<file path="src/rtl/riscv_mc_controller_pkg.sv">
// Purpose : shared encodings for the multicycle RV32I controller (opcodes, FSM states,
//           ALU op codes, datapath select codes) plus small branch-decode helpers.
// Latency : n/a (package). Backpressure: n/a.
package riscv_ctrl_pkg;

  // Base opcodes (IR[6:0])
  localparam logic [6:0] OPC_LOAD   = 7'b0000011;
  localparam logic [6:0] OPC_STORE  = 7'b0100011;
  localparam logic [6:0] OPC_OP     = 7'b0110011;
  localparam logic [6:0] OPC_OP_IMM = 7'b0010011;
  localparam logic [6:0] OPC_BRANCH = 7'b1100011;
  localparam logic [6:0] OPC_JAL    = 7'b1101111;
  localparam logic [6:0] OPC_JALR   = 7'b1100111;
  localparam logic [6:0] OPC_LUI    = 7'b0110111;
  localparam logic [6:0] OPC_AUIPC  = 7'b0010111;

  typedef enum logic [3:0] {
    S_RST, S_FETCH, S_DECODE, S_MEM_ADDR, S_MEM_RD, S_MEM_WB, S_MEM_WR,
    S_EXEC_R, S_EXEC_I, S_ALU_WB, S_BRANCH, S_JAL, S_JALR, S_TRAP
  } state_e;

  // ALU operation codes; ADD must stay 0 so idle states present an all-zero bus.
  localparam logic [3:0] ALU_ADD   = 4'd0;
  localparam logic [3:0] ALU_SUB   = 4'd1;
  localparam logic [3:0] ALU_AND   = 4'd2;
  localparam logic [3:0] ALU_OR    = 4'd3;
  localparam logic [3:0] ALU_XOR   = 4'd4;
  localparam logic [3:0] ALU_SLL   = 4'd5;
  localparam logic [3:0] ALU_SRL   = 4'd6;
  localparam logic [3:0] ALU_SRA   = 4'd7;
  localparam logic [3:0] ALU_SLT   = 4'd8;
  localparam logic [3:0] ALU_SLTU  = 4'd9;
  localparam logic [3:0] ALU_PASSB = 4'd10;

  // How the ALU decoder should interpret funct3/funct7 in the current state
  typedef enum logic [2:0] {AM_ADD, AM_SUB, AM_PASSB, AM_R, AM_I} alu_mode_e;

  localparam logic [1:0] WB_ALUOUT  = 2'b00;
  localparam logic [1:0] WB_MEM     = 2'b01;
  localparam logic [1:0] WB_PC      = 2'b10;

  localparam logic [1:0] SRCA_PC    = 2'b00;
  localparam logic [1:0] SRCA_OLDPC = 2'b01;
  localparam logic [1:0] SRCA_RS1   = 2'b10;

  localparam logic [1:0] SRCB_RS2   = 2'b00;
  localparam logic [1:0] SRCB_IMM   = 2'b01;
  localparam logic [1:0] SRCB_FOUR  = 2'b10;

  localparam logic TRAP_ILLEGAL = 1'b0;
  localparam logic TRAP_TIMEOUT = 1'b1;

  // funct3 010/011 are unassigned in the branch major opcode
  function automatic logic branch_f3_legal(input logic [2:0] f3);
    return (f3[2:1] != 2'b01);
  endfunction

  // comp[0]=equal, comp[1]=less-than (signedness resolved by the datapath)
  function automatic logic branch_taken(input logic [2:0] f3, input logic [1:0] comp);
    logic cond;
    cond = f3[2] ? comp[1] : comp[0];
    return cond ^ f3[0];
  endfunction

endpackage

</file>
<file path="src/rtl/riscv_mc_controller_if.sv">
// Purpose : IR fields, comparator/memory status in, datapath enables/selects out.
// Latency : n/a (wires only). Backpressure: mem_ready stalls the controller in wait states.
// Ports   : master = controller side (decodes IR, drives controls); slave = datapath side.
interface riscv_mc_controller_if #(
  parameter int ALUOP_W = 4
) ();
  logic [6:0]         opcode;
  logic [2:0]         funct3;
  logic [6:0]         funct7;
  logic [1:0]         comp;
  logic               mem_ready;

  logic               pc_write;
  logic               pc_src;
  logic               addr_src;
  logic               mem_read;
  logic               mem_write;
  logic               ir_write;
  logic [1:0]         wb_src;
  logic [1:0]         alu_src_a;
  logic [1:0]         alu_src_b;
  logic [ALUOP_W-1:0] alu_op;
  logic               reg_write;
  logic               trap;
  logic               trap_cause;

  modport master (
    input  opcode, funct3, funct7, comp, mem_ready,
    output pc_write, pc_src, addr_src, mem_read, mem_write, ir_write,
           wb_src, alu_src_a, alu_src_b, alu_op, reg_write, trap, trap_cause
  );

  modport slave (
    output opcode, funct3, funct7, comp, mem_ready,
    input  pc_write, pc_src, addr_src, mem_read, mem_write, ir_write,
           wb_src, alu_src_a, alu_src_b, alu_op, reg_write, trap, trap_cause
  );
endinterface

</file>
<file path="src/rtl/riscv_mc_controller_alu_op_dec.sv">
// Purpose : combinational ALU decoder, (mode, funct3, funct7[5]) -> alu_op code.
// Latency : 0 cycles (pure combinational). Backpressure: none.
// Ports   : mode (state-selected interpretation), funct3, funct7_5 in; alu_op out.
module riscv_alu_op_dec
  import riscv_ctrl_pkg::*;
(
  input  alu_mode_e  mode,
  input  logic [2:0] funct3,
  input  logic       funct7_5,
  output logic [3:0] alu_op
);

  always_comb begin
    alu_op = ALU_ADD;
    case (mode)
      AM_ADD:   alu_op = ALU_ADD;
      AM_SUB:   alu_op = ALU_SUB;
      AM_PASSB: alu_op = ALU_PASSB;
      AM_R, AM_I: begin
        case (funct3)
          // funct7[5] selects SUB only for register-register; ADDI has no SUB form
          3'b000:  alu_op = (mode == AM_R && funct7_5) ? ALU_SUB : ALU_ADD;
          3'b001:  alu_op = ALU_SLL;
          3'b010:  alu_op = ALU_SLT;
          3'b011:  alu_op = ALU_SLTU;
          3'b100:  alu_op = ALU_XOR;
          3'b101:  alu_op = funct7_5 ? ALU_SRA : ALU_SRL;
          3'b110:  alu_op = ALU_OR;
          default: alu_op = ALU_AND;
        endcase
      end
      default:  alu_op = ALU_ADD;
    endcase
  end

endmodule

</file>
<file path="src/rtl/riscv_mc_controller.sv">
// Purpose : multicycle RV32I main controller FSM with memory wait/timeout and sticky trap.
// Latency : >=3 cycles per instruction (FETCH, DECODE, execute) plus memory wait states.
// Backpressure: holds mem_read/mem_write/addr_src steady until mem_ready; traps after TIMEOUT waits.
// Ports   : clk, rst (async, active high); bus = controller modport of riscv_mc_controller_if.
module riscv_mc_controller
  import riscv_ctrl_pkg::*;
#(
  parameter int TIMEOUT = 15,
  parameter int ALUOP_W = 4
) (
  input  logic                   clk,
  input  logic                   rst,
  riscv_mc_controller_if.master  bus
);

  // Counter must hold values up to TIMEOUT-1; keep at least one bit when timeout is disabled
  localparam int              TO_W    = (TIMEOUT > 0) ? $clog2(TIMEOUT + 1) : 1;
  localparam logic [TO_W-1:0] TO_LAST = TO_W'((TIMEOUT > 0) ? (TIMEOUT - 1) : 0);

  state_e          state_q, state_d;
  logic [TO_W-1:0] cnt_q, cnt_d;
  logic            cause_q, cause_d;

  logic            waiting;
  logic            timed_out;
  alu_mode_e       alu_mode;
  logic [3:0]      alu_op_raw;

  logic            pc_write, pc_src, addr_src, mem_read, mem_write, ir_write;
  logic [1:0]      wb_src, alu_src_a, alu_src_b;
  logic            reg_write, trap, trap_cause;

  // Only funct7[5] carries meaning for this ISA subset
  logic            unused_funct7;
  assign unused_funct7 = ^{bus.funct7[6], bus.funct7[4:0]};

  assign timed_out = (TIMEOUT != 0) && (cnt_q == TO_LAST);

  riscv_alu_op_dec u_alu_op_dec (
    .mode     (alu_mode),
    .funct3   (bus.funct3),
    .funct7_5 (bus.funct7[5]),
    .alu_op   (alu_op_raw)
  );

  always_comb begin
    state_d   = state_q;
    cause_d   = cause_q;
    pc_write  = 1'b0;
    pc_src    = 1'b0;
    addr_src  = 1'b0;
    mem_read  = 1'b0;
    mem_write = 1'b0;
    ir_write  = 1'b0;
    wb_src    = WB_ALUOUT;
    alu_src_a = SRCA_PC;
    alu_src_b = SRCB_RS2;
    alu_mode  = AM_ADD;
    reg_write = 1'b0;
    trap      = 1'b0;
    trap_cause = 1'b0;
    waiting   = 1'b0;

    case (state_q)
      S_RST: state_d = S_FETCH;

      // PC+4 is computed while the fetch is outstanding; PC/IR latch on completion
      S_FETCH: begin
        mem_read  = 1'b1;
        alu_src_a = SRCA_PC;
        alu_src_b = SRCB_FOUR;
        waiting   = 1'b1;
        if (bus.mem_ready) begin
          pc_write = 1'b1;
          ir_write = 1'b1;
          state_d  = S_DECODE;
        end else if (timed_out) begin
          state_d = S_TRAP;
          cause_d = TRAP_TIMEOUT;
        end
      end

      // oldPC+imm lands in ALUOut: branch/JAL target, or AUIPC result
      S_DECODE: begin
        alu_src_a = SRCA_OLDPC;
        alu_src_b = SRCB_IMM;
        case (bus.opcode)
          OPC_LOAD, OPC_STORE: state_d = S_MEM_ADDR;
          OPC_OP:              state_d = S_EXEC_R;
          OPC_OP_IMM, OPC_LUI: state_d = S_EXEC_I;
          OPC_BRANCH:          state_d = S_BRANCH;
          OPC_JAL:             state_d = S_JAL;
          OPC_AUIPC:           state_d = S_ALU_WB;
          OPC_JALR: begin
            if (bus.funct3 == 3'b000) begin
              state_d = S_JALR;
            end else begin
              state_d = S_TRAP;
              cause_d = TRAP_ILLEGAL;
            end
          end
          default: begin
            state_d = S_TRAP;
            cause_d = TRAP_ILLEGAL;
          end
        endcase
      end

      S_MEM_ADDR: begin
        alu_src_a = SRCA_RS1;
        alu_src_b = SRCB_IMM;
        state_d   = (bus.opcode == OPC_LOAD) ? S_MEM_RD : S_MEM_WR;
      end

      S_MEM_RD: begin
        mem_read = 1'b1;
        addr_src = 1'b1;
        waiting  = 1'b1;
        if (bus.mem_ready) begin
          state_d = S_MEM_WB;
        end else if (timed_out) begin
          state_d = S_TRAP;
          cause_d = TRAP_TIMEOUT;
        end
      end

      S_MEM_WB: begin
        reg_write = 1'b1;
        wb_src    = WB_MEM;
        state_d   = S_FETCH;
      end

      S_MEM_WR: begin
        mem_write = 1'b1;
        addr_src  = 1'b1;
        waiting   = 1'b1;
        if (bus.mem_ready) begin
          state_d = S_FETCH;
        end else if (timed_out) begin
          state_d = S_TRAP;
          cause_d = TRAP_TIMEOUT;
        end
      end

      S_EXEC_R: begin
        alu_src_a = SRCA_RS1;
        alu_src_b = SRCB_RS2;
        alu_mode  = AM_R;
        state_d   = S_ALU_WB;
      end

      // LUI shares this state: the immediate is passed straight through
      S_EXEC_I: begin
        alu_src_a = SRCA_RS1;
        alu_src_b = SRCB_IMM;
        alu_mode  = (bus.opcode == OPC_LUI) ? AM_PASSB : AM_I;
        state_d   = S_ALU_WB;
      end

      S_ALU_WB: begin
        reg_write = 1'b1;
        wb_src    = WB_ALUOUT;
        state_d   = S_FETCH;
      end

      // Target was precomputed in DECODE; pc_write is the only data-dependent output
      S_BRANCH: begin
        alu_src_a = SRCA_RS1;
        alu_src_b = SRCB_RS2;
        alu_mode  = AM_SUB;
        pc_src    = 1'b1;
        if (branch_f3_legal(bus.funct3)) begin
          pc_write = branch_taken(bus.funct3, bus.comp);
          state_d  = S_FETCH;
        end else begin
          state_d = S_TRAP;
          cause_d = TRAP_ILLEGAL;
        end
      end

      S_JAL: begin
        reg_write = 1'b1;
        wb_src    = WB_PC;
        pc_src    = 1'b1;
        pc_write  = 1'b1;
        state_d   = S_FETCH;
      end

      // Link uses the register PC (already PC+4) before it is overwritten this cycle
      S_JALR: begin
        alu_src_a = SRCA_RS1;
        alu_src_b = SRCB_IMM;
        pc_src    = 1'b0;
        pc_write  = 1'b1;
        reg_write = 1'b1;
        wb_src    = WB_PC;
        state_d   = S_FETCH;
      end

      S_TRAP: begin
        trap       = 1'b1;
        trap_cause = cause_q;
      end

      default: state_d = S_RST;
    endcase

    // Counter restarts whenever a wait state is entered or left
    cnt_d = (waiting && (state_d == state_q) && (TIMEOUT != 0)) ? (cnt_q + TO_W'(1)) : '0;
  end

  always_ff @(posedge clk or posedge rst) begin
    if (rst) begin
      state_q <= S_RST;
      cnt_q   <= '0;
      cause_q <= 1'b0;
    end else begin
      state_q <= state_d;
      cnt_q   <= cnt_d;
      cause_q <= cause_d;
    end
  end

  assign bus.pc_write   = pc_write;
  assign bus.pc_src     = pc_src;
  assign bus.addr_src   = addr_src;
  assign bus.mem_read   = mem_read;
  assign bus.mem_write  = mem_write;
  assign bus.ir_write   = ir_write;
  assign bus.wb_src     = wb_src;
  assign bus.alu_src_a  = alu_src_a;
  assign bus.alu_src_b  = alu_src_b;
  assign bus.alu_op     = ALUOP_W'(alu_op_raw);
  assign bus.reg_write  = reg_write;
  assign bus.trap       = trap;
  assign bus.trap_cause = trap_cause;

endmodule
</file>
<file path="src/flat_wrapper.sv">
// flat-port wrapper written by rule: the top's interface ports become plain ports
module riscv_mc_controller_flat import riscv_ctrl_pkg::*;
#(
  parameter int TIMEOUT = 15,
  parameter int ALUOP_W = 4
)
  (clk, rst, bus_opcode, bus_funct3, bus_funct7, bus_comp, bus_mem_ready, bus_pc_write, bus_pc_src, bus_addr_src, bus_mem_read, bus_mem_write, bus_ir_write, bus_wb_src, bus_alu_src_a, bus_alu_src_b, bus_alu_op, bus_reg_write, bus_trap, bus_trap_cause);
  riscv_mc_controller_if #(.ALUOP_W(ALUOP_W)) bus_i ();
  input  logic clk;
  input  logic rst;
  input wire logic [$bits(bus_i.opcode)-1:0] bus_opcode;
  input wire logic [$bits(bus_i.funct3)-1:0] bus_funct3;
  input wire logic [$bits(bus_i.funct7)-1:0] bus_funct7;
  input wire logic [$bits(bus_i.comp)-1:0] bus_comp;
  input wire logic [$bits(bus_i.mem_ready)-1:0] bus_mem_ready;
  output wire logic [$bits(bus_i.pc_write)-1:0] bus_pc_write;
  output wire logic [$bits(bus_i.pc_src)-1:0] bus_pc_src;
  output wire logic [$bits(bus_i.addr_src)-1:0] bus_addr_src;
  output wire logic [$bits(bus_i.mem_read)-1:0] bus_mem_read;
  output wire logic [$bits(bus_i.mem_write)-1:0] bus_mem_write;
  output wire logic [$bits(bus_i.ir_write)-1:0] bus_ir_write;
  output wire logic [$bits(bus_i.wb_src)-1:0] bus_wb_src;
  output wire logic [$bits(bus_i.alu_src_a)-1:0] bus_alu_src_a;
  output wire logic [$bits(bus_i.alu_src_b)-1:0] bus_alu_src_b;
  output wire logic [$bits(bus_i.alu_op)-1:0] bus_alu_op;
  output wire logic [$bits(bus_i.reg_write)-1:0] bus_reg_write;
  output wire logic [$bits(bus_i.trap)-1:0] bus_trap;
  output wire logic [$bits(bus_i.trap_cause)-1:0] bus_trap_cause;
  assign bus_i.opcode = bus_opcode;
  assign bus_i.funct3 = bus_funct3;
  assign bus_i.funct7 = bus_funct7;
  assign bus_i.comp = bus_comp;
  assign bus_i.mem_ready = bus_mem_ready;
  assign bus_pc_write = bus_i.pc_write;
  assign bus_pc_src = bus_i.pc_src;
  assign bus_addr_src = bus_i.addr_src;
  assign bus_mem_read = bus_i.mem_read;
  assign bus_mem_write = bus_i.mem_write;
  assign bus_ir_write = bus_i.ir_write;
  assign bus_wb_src = bus_i.wb_src;
  assign bus_alu_src_a = bus_i.alu_src_a;
  assign bus_alu_src_b = bus_i.alu_src_b;
  assign bus_alu_op = bus_i.alu_op;
  assign bus_reg_write = bus_i.reg_write;
  assign bus_trap = bus_i.trap;
  assign bus_trap_cause = bus_i.trap_cause;
  riscv_mc_controller #(.TIMEOUT(TIMEOUT), .ALUOP_W(ALUOP_W)) u_core (.clk(clk), .rst(rst), .bus(bus_i));
endmodule
</file>
<file path="config.mk">
export PLATFORM = sky130hd
export DESIGN_NAME = riscv_mc_controller_flat
export DESIGN_NICKNAME = d
export VERILOG_FILES = /design/src/rtl/riscv_mc_controller_pkg.sv /design/src/rtl/riscv_mc_controller_if.sv /design/src/rtl/riscv_mc_controller_alu_op_dec.sv /design/src/rtl/riscv_mc_controller.sv /design/src/flat_wrapper.sv
export SDC_FILE = /design/constraint.sdc
export NUM_CORES = 1
export LEC_CHECK = 0
export BUFFER_PORTS_ARGS = -buffer_cell sky130_fd_sc_hd__buf_4
export CAP_MARGIN = 20
export CORE_ASPECT_RATIO = 1.4
export CORE_MARGIN = 3
export CORE_UTILIZATION = 26
export DETAILED_ROUTE_END_ITERATION = 10
export PLACE_DENSITY = 0.45
export SYNTH_ARGS = -nofsm -noshare
export SYNTH_HDL_FRONTEND = slang
export SYNTH_SLANG_ARGS = --single-unit
</file>
<file path="constraint.sdc">
create_clock -name clk -period 2.68 [get_ports clk]
set_input_delay 0.268 -clock clk [delete_from_list [all_inputs] [get_ports clk]]
set_output_delay 0.268 -clock clk [all_outputs]
set_load 0.01 [all_outputs]
</file>
Yosys cells after proc, flatten, opt, wreduce, memory -nomap -nowiden
Index checks and enable logic that the tools add are counted.
{ "word_totals": {"input_bits": 22, "elab_cells": 103, "register_bits": 9, "output_inout_bits": 19} }
{ "classes": {"mux": 38, "n_bitwise": 1, "reduce_logical": 20, "n_eq_ne": 40, "n_addsub": 1} }
{ "ops": {"columns": ["operator", "n"], "rows": [
  ["$pmux 4 s7", 2],
  ["$pmux 4 s9", 1],
  ["$eq 4x4->1 const B", 7],
  ["$mux 4", 6],
  ["$eq 7x6->1 const B", 3],
  ["$eq 7x7->1 const B", 3],
  ["$mux 1", 19],
  ["$eq 4x3->1 const B", 4],
  ["$reduce_or 2->1", 8],
  ["$eq 7x5->1 const B", 2],
  ["$eq 3x2->1 const B", 4],
  ["$eq 3x3->1 const B", 4],
  ["$pmux 2 s2", 3],
  ["$pmux 4 s3", 1],
  ["$reduce_or 5->1", 2],
  ["$pmux 3 s3", 1],
  ["$eq 4x2->1 const B", 2],
  ["$reduce_or 4->1", 2],
  ["$reduce_or 8->1", 1],
  ["$eq 7x2->1 const B", 1],
  ["$eq 3x1->1 const B", 2],
  ["$ne 2x2->1 const B", 3],
  ["$pmux 1 s3", 2],
  ["$reduce_and 6->1", 1],
  ["other kinds (14)", 16]
]} }

Depth between registers and ports, before layout
Gate-level depths: netlist (run 1).
{ "logic_depth": {"depth_word": 8, "ltp_mapped": 7, "mapped_depth_nobuf": 7} }

Cells and area by module
Synthesis (run 1) repeated with hierarchy kept, for this count alone.
{ "hier_totals": {"hier_cells": 169, "hier_area_um2": 1263.7} }
{ "modules_own_cells": {"columns": ["mod", "area_each_um2", "seq_area_each_um2", "cells_each", "n_inst"], "rows": [
  ["riscv_mc_controller", 1123.6, 225.2, 147, 1],
  ["riscv_alu_op_dec", 140.1, 0.0, 22, 1]
]} }

Worst setup path before layout (run 1)
Ideal clock, no wire load.
{ "synth_path": {"path_kind": "reg-to-output", "start": "reg u_core.state_q[1]", "end": "out bus_pc_write", "slack_ps": 945, "t_required_ps": 2412, "stages_incl_launch_ff": 6, "arrival_time_ps": 1467, "path_cell_list": "dfrtp_1 > buf_2 > nand2b_1 > nor3_1 > and2_1 > a221o_1"} }
{ "synth_via": {"elab_chain_len": 3, "elab_cells_between_ends": 6, "classes_between": "4 x eq/ne; 1 x mux; 1 x reduce/logical"} }
{ "synth_lines": {"columns": ["item", "line", "text"], "rows": [
  ["start: declaration", "riscv_mc_controller.sv:20", "state_e state_q, state_d;"],
  ["start signal: assignment", "riscv_mc_controller.sv:218", "state_q <= state_d;"],
  ["$eq 4x4->1", "riscv_mc_controller.sv:64", "case (state_q)"],
  ["$reduce_or 2->1 (no line)", null, null],
  ["$pmux 1 s3 (*)", "riscv_mc_controller.sv:64", null],
  ["end: declaration", "flat_wrapper.sv:16", "output wire logic [$bits(bus_i.pc_write)-1:0] bus_pc_write;"]
]} }
Every way passes the cells marked *; elsewhere a longest branch is shown, timed or not.

Worst setup path in the final report (run 1)
{ "layout_path": {"start": "reg u_core.state_q[1]", "end": "out bus_alu_op[0]"} }
{ "layout_via": {"elab_chain_len": 7, "elab_cells_between_ends": 13, "classes_between": "7 x eq/ne; 4 x mux; 2 x reduce/logical"} }
{ "layout_lines": {"columns": ["item", "line", "text"], "rows": [
  ["$eq 4x4->1 / $eq 4x3->1 (equally long branches)", "riscv_mc_controller.sv:64", null],
  ["$pmux 3 s3 (*)", "riscv_mc_controller.sv:64", null],
  ["$eq 3x2->1", "riscv_mc_controller_alu_op_dec.sv:15, riscv_mc_controller_alu_op_dec.sv:22", null],
  ["$logic_and 1x1->1", "riscv_mc_controller_alu_op_dec.sv:22", "3'b000: alu_op = (mode == AM_R && funct7_5) ? ALU_SUB : ALU_ADD;"],
  ["$mux 1", "riscv_mc_controller_alu_op_dec.sv:22", null],
  ["$pmux 4 s7", "riscv_mc_controller_alu_op_dec.sv:20", "case (funct3)"],
  ["$pmux 4 s3 (*)", "riscv_mc_controller_alu_op_dec.sv:15", "case (mode)"],
  ["end: declaration", "flat_wrapper.sv:25", "output wire logic [$bits(bus_i.alu_op)-1:0] bus_alu_op;"]
]} }
Marked as above.

==> results of run 1 <==
## flip-flops by register name, indices dropped and copies added (netlist names)
register,count
u_core.cnt_q,4
u_core.state_q,4
u_core.cause_q,1
## power by group
| part | switching [mW] | internal [mW] |
|---|---|---|
| Combinational | 0.363 | 0.282 |
| Sequential | 0.0597 | 0.169 |
| Clock | 0.0537 | 0.104 |
| Total | 0.477 | 0.555 |
## critical path, stage by stage, from the launching register on
cell,delay (ps)
dfrtp_1,550
and4b_1,360
a21oi_1,140
o21ai_1,100
a31o_1,230
a32o_1,210
buf_4,140
## final timing paths
kind                                              from                          end  slack, ps  cells past startpoint
setup / recovery           u_core.state_q[1]$_DFF_PP0_                bus_alu_op[0]        460                      6
hold / removal                                     rst  u_core.state_q[0]$_DFF_PP0_          1                      2
setup reg to reg           u_core.state_q[1]$_DFF_PP0_  u_core.state_q[3]$_DFF_PP0_        970                      6
hold reg to reg              u_core.cnt_q[0]$_DFF_PP0_    u_core.cnt_q[0]$_DFF_PP0_        490                      1
max in group asynchronous                          rst  u_core.state_q[1]$_DFF_PP0_       2410                      2
min in group clk                         bus_mem_ready  u_core.state_q[2]$_DFF_PP0_        460                      3
## synth_stat cells, types with 2 or more instances
master / n
nand4b_1: 2
and3_1: 3
nor2b_1: 10
buf_2: 4
nor2_1: 17
nand2_1: 15
and4b_1: 2
nand4_1: 2
nor3_1: 3
a21oi_1: 8
a31oi_1: 5
nand3_1: 3
xnor2_1: 2
o21ai_1: 2
nor3b_1: 2
xor2_1: 2
ha_1: 2
o21a_1: 2
inv_1: 9
clkbuf_1: 2
dfrtp_1: 9
and2_1: 4
o31ai_1: 2
a21o_1: 2
o21ai_0: 13
a211oi_1: 2
nand2b_1: 4
## routing by layer
metal  part of all wire [%]  wire [um]
met5                      0          0
met3                    4.8        157
met2                     50       1642
met1                     44       1430
met4                    1.3         43
## cells by family (layout without fill, tap and decap cells)
group | count (synthesis) | after routing
AOI/OAI and AO/OA | 48 | 48
buffers and inverters | 17 | 50
and+or+nand+nor | 71 | 71
DFF | 9 | 9
adders and majority gates | 2 | 2
xor gates and xnor gates | 4 | 4
## cell type report
class                      count  area (um2)  area share (%)
timing repair buffer          37       277.8           20.11
inverter                       9       33.78           2.446
multi-input combinational    125       747.0           54.08
sequential                     9       225.2           16.30
tap                           42       52.55           3.804
clock buffer                   4       45.04           3.261
## stage by stage
| stage | setup WS, ps | instances |
|---|---|---|
| global route | 375.5 | 226 |
| floorplan | 944.5 | 151 |
| CTS | 491.5 | 226 |
| global placement | 774.7 | 222 |
| detailed placement | 740.9 | 222 |
| finish | 455.9 | 226 |
==> flow_metrics.py, run 1 <==
metrics = {
    "run_status": {
        "outcome": "completed",
    },
    "timing": {
        "max-slew-margin-rel_pct": 63.14,
        "fmax_mhz": 449.6,
        "fin_hold_ws_ps": 1.487,
        "fin_crit_sh_pct": 82.99,
        "rsz0062_at_grt": "false",
        "fin_skew_ps": 6.605,
        "slew_viol_final": 0,
        "tightest_slew_ps": 548.2,
        "hold_viol": 0,
        "setup_violations": 0,
        "tns_ps": 0,
        "layout_min_cycle_time_ps": 2224,
    },
    "layout": {
        "design_area_mm2": 0.001381,
        "final_cell_mix": "37 x buf_4, 17 x nor2_1, 15 x nand2_1, 13 x o21ai_0, 10 x nor2b_1",
        "fillers": 414,
        "final_common_cell": "buf_4",
        "n_antenna_cell": 0,
        "fin_util_pct": 36.60,
        "area_growth_pct": 31.27,
        "nNetsFinal": 209,
        "drive_gt1_share_pct": 22.28,
    },
    "global_route": {
        "grt_busiest_layer": "met2",
        "grt_util_met3_pct": 2.385,
        "met1_usage_pct": 15.59,
        "grtUsageMet2_pct": 23.92,
        "grt.total_usage_pct": 13.41,
        "antenna_found_initial": 0,
        "grt_pass1_wl_mm": 5.078,
        "gr-total-overflow": 0,
        "grt_max_degree": 21,
        "grt_pass1_vias": 1108,
    },
    "placement": {
        "gp_congestion": 0.8413,
        "placed_area_mm2": 0.001336,
        "port-buffer-count": 34,
        "hpwlAfterDp_mm": 2.591,
    },
    "clock_network": {
        "numCtsBuffers": 3,
        "post_cts_buffers": 0,
        "cts_buffer_depth": 2,
        "cts_sinks": 9,
        "cts-root-buf": "clkbuf_8",
        "htreeDepth": 1,
        "post_cts_resized": 0,
        "holdBufCountCts": 0,
        "cts.clk_slew.worst_paths_ps": 50,
        "cts_tree": "built",
        "clock_latency_ps": 240,
    },
    "floorplan": {
        "num_io_pins": 41,
        "initial_core_util_pct": 27.88,
        "fp.coreArea_mm2": 0.003774,
        "die_h_um": 81.27,
        "die_area_mm2": 0.004857,
        "die_w_um": 59.77,
        "num_rows": 26,
    },
    "synth": {
        "synth_ff_type": "dfrtp_1",
        "synth_top_family_by_area": "simple AND/OR/NAND/NOR gates",
        "netlist-cell-type-count": 45,
        "synth.area.top_cells": "dfrtp_1 21%, o21ai_0 6.2%, nor2_1 6.1%",
        "synthAdderAreaFrac_pct": 2.378,
        "synth_largest_area_cell": "dfrtp_1",
        "yosys.area_share.simple_pct": 35.79,
        "syn-instance-count": 151,
        "async_flop_share_pct": 100.0,
        "yosysWarnings": 0,
        "seq_area_frac_synth_pct": 21.40,
        "avgSynthCellArea_um2": 6.969,
        "ys_ff_latch": 9,
        "synth_mux_area_share_pct": 0,
        "synth_compound_area_share_pct": 29.49,
        "syn_nets": 175,
        "syn-cell-area_mm2": 0.001052,
        "synth-xor-area-share_pct": 3.329,
        "synth_top_area_share_pct": 21.40,
        "synth-edff-count": 0,
    },
    "route": {
        "drtIter0Drc": 50,
        "routedWlPerCell_um": 14.48,
        "drc": 0,
        "via_count": 1210,
        "drtPass1Iterations": 4,
        "wl_mm": 3.273,
        "drtAntennaViolNets": 0,
        "via_per_inst": 5.354,
    },
    "worst_setup_path": {
        "endpoint_kind": "output pin",
        "crit_fanout": 16,
        "cp_data_required_time_ps": 2410,
        "start_kind": "register",
        "worstPathArrival_ps": 1960,
        "worstSetupPathType": "register to output pin",
    },
    "pwr": {
        "pwr_density_cell_mw_per_mm2": 746.8,
        "p_leak_nw": 0.6598,
        "max-vdd-ir-drop_uv": 554.1,
        "p_total_mw": 1.032,
    },
    "worst_hold_path": {
        "hold_path_class": "primary input to asynchronous set/reset pin",
    },
    "flow_run": {
        "max_cap_viol_count": 0,
    },
}
(Power assumes the default switching activity.)
==> run 2: changes to the inputs <==
==> constraint.sdc (replaced) <==
create_clock -name clk -period 2.3 [get_ports clk]
set_input_delay 0.23 -clock clk [delete_from_list [all_inputs] [get_ports clk]]
set_output_delay 0.23 -clock clk [all_outputs]
set_load 0.01 [all_outputs]
==> flow_metrics.py, run 2 (same netlist as run 1, synthesis figures left out) <==
metrics = {
    "timing": {
        "tns_ps": 0,
        "hold_viol": 0,
        "max-slew-margin-rel_pct": 64.03,
        "setup_slack_ps": 178.5,
        "rsz0062_at_grt": "false",
        "tightest_slew_ps": 535.0,
        "layout_min_cycle_time_ps": 2122,
        "fmax_mhz": 471.4,
        "slew_viol_final": 0,
        "fin_crit_sh_pct": 92.24,
        "setup_violations": 0,
        "fin_skew_ps": 1.228,
    },
    "floorplan": {
        "die_area_mm2": 0.004857,
        "fp.coreArea_mm2": 0.003774,
        "die_w_um": 59.77,
        "initial_core_util_pct": 27.88,
        "num_io_pins": 41,
        "num_rows": 26,
        "die_h_um": 81.27,
    },
    "route": {
        "drc": 0,
        "routedWlPerCell_um": 14.24,
        "drtAntennaViolNets": 0,
        "via_count": 1215,
        "wl_mm": 3.233,
        "drtPass1Iterations": 4,
        "via_per_inst": 5.352,
        "drtIter0Drc": 67,
    },
    "pwr": {
        "pwr_density_cell_mw_per_mm2": 854.5,
        "max-vdd-ir-drop_uv": 516.2,
        "p_leak_nw": 0.6639,
    },
    "clock_network": {
        "cts.clk_slew.worst_paths_ps": 40,
        "post_cts_buffers": 0,
        "holdBufCountCts": 1,
        "clock_latency_ps": 230,
        "htreeDepth": 1,
        "numCtsBuffers": 3,
        "cts-root-buf": "clkbuf_8",
        "post_cts_resized": 0,
        "cts_tree": "built",
        "cts_buffer_depth": 2,
        "cts_sinks": 9,
    },
    "worst_setup_path": {
        "worstPathArrival_ps": 1890,
        "start_kind": "register",
        "reg2reg_slack_ps": 750,
        "crit_fanout": 14,
        "cp_data_required_time_ps": 2070,
        "cp.buffers_inverters": 1,
        "crit_chain": "and4b_1, a21oi_1, o21ai_1, a31o_1, a32o_1, buf_4",
        "worstSetupPathType": "register to output pin",
        "cp_slowest_stage_delay_ps": 520,
        "rr_worst_depth": 5,
        "worstReg2RegEnd": "u_core.cause_q$_DFFE_PP0P_",
        "endpoint_kind": "output pin",
        "cp_slowest_cell": "dfrtp_1",
        "crit_family": "compound AO/OA/AOI/OAI gates",
        "r2r_start": "u_core.state_q[1]$_DFF_PP0_",
    },
    "layout": {
        "design_area_mm2": 0.001391,
        "fillers": 415,
        "reg.largest.list": "u_core.cnt_q x4, u_core.state_q x4, u_core.cause_q x1",
        "final_cell_mix": "37 x buf_4, 17 x nor2_1, 15 x nand2_1, 13 x o21ai_0, 10 x nor2b_1",
        "drive_gt1_share_pct": 22.16,
        "final_common_cell": "buf_4",
        "area_growth_pct": 32.22,
        "nNetsFinal": 210,
        "n_antenna_cell": 0,
    },
    "worst_hold_path": {
        "holdPathStages": 3,
        "hold_end": "u_core.state_q[2]$_DFF_PP0_",
        "hp-start": "bus_mem_ready",
        "hold_path_class": "primary input to register",
    },
    "placement": {
        "hpwlAfterDp_mm": 2.586,
        "port-buffer-count": 34,
        "pre_cts_slack_ps": 431.6,
        "placed_area_mm2": 0.001336,
        "gp_congestion": 0.8735,
    },
    "global_route": {
        "gr-total-overflow": 0,
        "grt_pass1_wl_mm": 5.250,
        "grt_max_degree": 21,
        "grt_pass1_vias": 1121,
        "grt.total_usage_pct": 13.88,
        "antenna_found_initial": 0,
    },
    "run_status": {
        "outcome": "completed",
    },
    "flow_run": {
        "max_cap_viol_count": 0,
    },
}
[run 2: cell count changes in the layout (fill, tap and decap cells not counted), sizes merged]
| cell | delta |
|---|---|
| dlygate4sd3 | +1 |
[run 2: how the worst max path moves through the flow]
stage                     slack [ps]             to  cells past startpoint                         from
after global placement           450  bus_alu_op[0]                      6  u_core.state_q[1]$_DFF_PP0_
after global routing              60  bus_alu_op[2]                      6  u_core.state_q[0]$_DFF_PP0_
after CTS                        170  bus_alu_op[0]                      6  u_core.state_q[1]$_DFF_PP0_
final                            180  bus_alu_op[0]                      6  u_core.state_q[1]$_DFF_PP0_
after floorplan                  600   bus_pc_write                      5  u_core.state_q[1]$_DFF_PP0_
after detailed placement         430  bus_alu_op[0]                      6  u_core.state_q[1]$_DFF_PP0_
[run 2: worst register-to-register path, stage by stage, from the launching register on]
cell,delay [ps]
dfrtp_1,520
nand2b_1,260
nor3_1,300
o31ai_1,110
a21o_1,170
a21oi_2,120
[run 2: report_power, final]
| part | leakage, nW | internal (mW) | switching (mW) | total, mW |
|---|---|---|---|---|
| registers | 0.119 | 0.197 | 0.0622 | 0.259 |
| clock network | 0.0228 | 0.120 | 0.0590 | 0.180 |
| logic | 0.522 | 0.330 | 0.420 | 0.750 |
[run 2: layer usage]
metal / part of all wire [%] / global-route usage (%) / vias up
li1: - / - / 611
met1: 43 / 18.05 / 555
met2: 50 / 23.05 / 45
met3: 6.0 / 1.272 / 4
met4: 1.3 / 5.543 / 0
met5: 0 / 0 / -
[run 2: layout make-up]
cell class,count,area [um2],share of cell area (%)
timing repair buffer,38,287.8,20.68
inverter,9,33.78,2.428
multi-input combinational,125,747.0,53.69
clock buffer,4,45.04,3.237
sequential,9,225.2,16.19
tap,42,52.55,3.777
[run 2: metrics by stage]
stage                     util [%]  power (mW)  hold WS, ps  std cells
after global placement       35.41       1.008        215.5        222
after CTS                    36.87       1.206        421.6        227
final                        36.87       1.189        423.4        227
after floorplan                  -      0.7328        57.92        151
after detailed placement     35.41       1.018        233.2        222
after global routing         36.87       1.320        454.7        227
==> run 3: changes to the inputs <==
--- a/config.mk
+++ b/config.mk
@@ -10,8 +10,8 @@
 export CORE_ASPECT_RATIO = 1.4
 export CORE_MARGIN = 3
 export CORE_UTILIZATION = 26
+export CTS_BUF_LIST = sky130_fd_sc_hd__clkbuf_16
 export DETAILED_ROUTE_END_ITERATION = 10
-export PLACE_DENSITY = 0.45
 export SYNTH_ARGS = -nofsm -noshare
 export SYNTH_HDL_FRONTEND = slang
 export SYNTH_SLANG_ARGS = --single-unit
==> flow_metrics.py, run 3 (same netlist as run 1, synthesis figures left out) <==
metrics = {
    "worst_hold_path": {
        "hold_path_class": "primary input to register",
    },
    "worst_setup_path": {
        "crit_fanout": 10,
        "crit_chain": "inv_1, nand2_1, or4_1, nand2_1, buf_4",
        "crit_top_cell": "nand2_1",
        "worstPathArrival_ps": 1850,
        "worstSetupPathType": "register to output pin",
        "cp_slowest_stage_delay_ps": 520,
        "endpoint_kind": "output pin",
        "cp_slowest_cell": "or4_1",
        "start_kind": "register",
        "cp_data_required_time_ps": 2070,
    },
    "clock_network": {
        "post_cts_buffers": 0,
        "numCtsBuffers": 3,
        "htreeDepth": 1,
        "clock_latency_ps": 230,
        "cts_buffer_depth": 2,
        "cts_sinks": 9,
        "cts.clk_slew.worst_paths_ps": 40,
        "cts-root-buf": "clkbuf_16",
        "cts_tree": "built",
    },
    "route": {
        "via_per_inst": 5.154,
        "drc": 0,
        "routedWlPerCell_um": 12.80,
        "via_count": 1170,
        "wl_mm": 2.905,
        "drtAntennaViolNets": 0,
        "drtIter0Drc": 48,
        "drtPass1Iterations": 4,
    },
    "global_route": {
        "grt_max_degree": 21,
        "gr-total-overflow": 0,
        "grt_pass1_vias": 1054,
        "grt.total_usage_pct": 11.91,
        "antenna_found_initial": 0,
        "grt_pass1_wl_mm": 4.657,
    },
    "timing": {
        "setup_slack_ps": 224.8,
        "fin_skew_ps": 4.484,
        "tns_ps": 0,
        "rsz0062_at_grt": "false",
        "fin_hold_ws_ps": 405.0,
        "hold_viol": 0,
        "max-slew-margin-rel_pct": 62.55,
        "tightest_slew_ps": 557.0,
        "fin_crit_sh_pct": 90.23,
        "fmax_mhz": 481.9,
        "layout_min_cycle_time_ps": 2075,
        "setup_violations": 0,
        "slew_viol_final": 0,
    },
    "floorplan": {
        "die_w_um": 59.77,
        "die_area_mm2": 0.004857,
        "initial_core_util_pct": 27.88,
        "num_rows": 26,
        "num_io_pins": 41,
        "die_h_um": 81.27,
        "fp.coreArea_mm2": 0.003774,
    },
    "placement": {
        "hpwlAfterDp_mm": 2.278,
        "port-buffer-count": 34,
        "pre_cts_slack_ps": 481.6,
        "gp_congestion": 0.7482,
    },
    "layout": {
        "area_growth_pct": 35.43,
        "fin_util_pct": 37.77,
        "drive_gt1_share_pct": 22.16,
        "nNetsFinal": 210,
        "n_antenna_cell": 0,
        "reg.largest.list": "u_core.cnt_q x4, u_core.state_q x4, u_core.cause_q x1",
        "final_common_cell": "buf_4",
        "final_cell_mix": "37 x buf_4, 17 x nor2_1, 15 x nand2_1, 13 x o21ai_0",
    },
    "pwr": {
        "pwr_density_cell_mw_per_mm2": 905.2,
        "p_leak_nw": 0.6835,
        "max-vdd-ir-drop_uv": 672.4,
        "p_total_mw": 1.290,
    },
    "flow_run": {
        "max_cap_viol_count": 0,
    },
    "run_status": {
        "outcome": "completed",
    },
}
==> run 3: changes by cell type in the layout (fill, tap and decap cells not counted), sizes merged <==
cell / change
clkbuf: -1
inv: +1
==> run 3: power by group <==
part,internal (mW),switching [mW],total (mW)
Combinational,0.329,0.413,0.743
Sequential,0.197,0.0540,0.251
Clock,0.227,0.0694,0.296
==> run 3: routing by layer <==
metal / GRT usage [%] / share of wire, % / wire length, um
met1: 14.83 / 44 / 1280
met2: 21.43 / 51 / 1489
met3: 1.431 / 4.1 / 120
met4: 2.439 / 0.48 / 14
met5: 0 / 0 / 0
==> run 3: worst paths after layout <==
kind / start / end / slack, ps / depth (start not counted)
setup reg to reg: u_core.state_q[2]$_DFF_PP0_ / u_core.state_q[1]$_DFF_PP0_ / 710 / 5
min in group asynchronous: rst / u_core.cnt_q[0]$_DFF_PP0_ / 540 / 3
hold / removal: bus_mem_ready / u_core.state_q[2]$_DFF_PP0_ / 400 / 3
max in group asynchronous: rst / u_core.state_q[3]$_DFF_PP0_ / 1490 / 3
hold reg to reg: u_core.cnt_q[0]$_DFF_PP0_ / u_core.cnt_q[0]$_DFF_PP0_ / 490 / 1
setup / recovery: u_core.state_q[0]$_DFF_PP0_ / bus_alu_op[3] / 220 / 5
==> run 3: final cells by class <==
| cell class | count | area (um2) |
|---|---|---|
| fillers | 414 | 2349 |
| multi-input cells | 125 | 747.0 |
| repair buffers | 38 | 287.8 |
| flip-flops and latches | 9 | 225.2 |
| clock buffers | 3 | 75.07 |
| well taps | 42 | 52.55 |
| inverters | 9 | 33.78 |
| clock inverters | 1 | 3.754 |
==> run 3: critical path, delay by kind of cell (launching register included) <==
kind	cells	cell delay, ps
buf+inv	2	380
flops	1	470
simple gates	3	760
==> run 3: through the flow <==
stage	instance area [um2]	std cells
2_1_floorplan	1052	151
3_3_place_gp	1336	222
3_5_place_dp	1336	222
4_1_cts	1425	227
5_1_grt	1425	227
6_report	1425	227
==> run 3: timing repair <==
item                                   in CTS  in global routing
gates resized for setup                     0                  0
hold buffers                                1                  0
endpoints found under the hold margin       9                  0
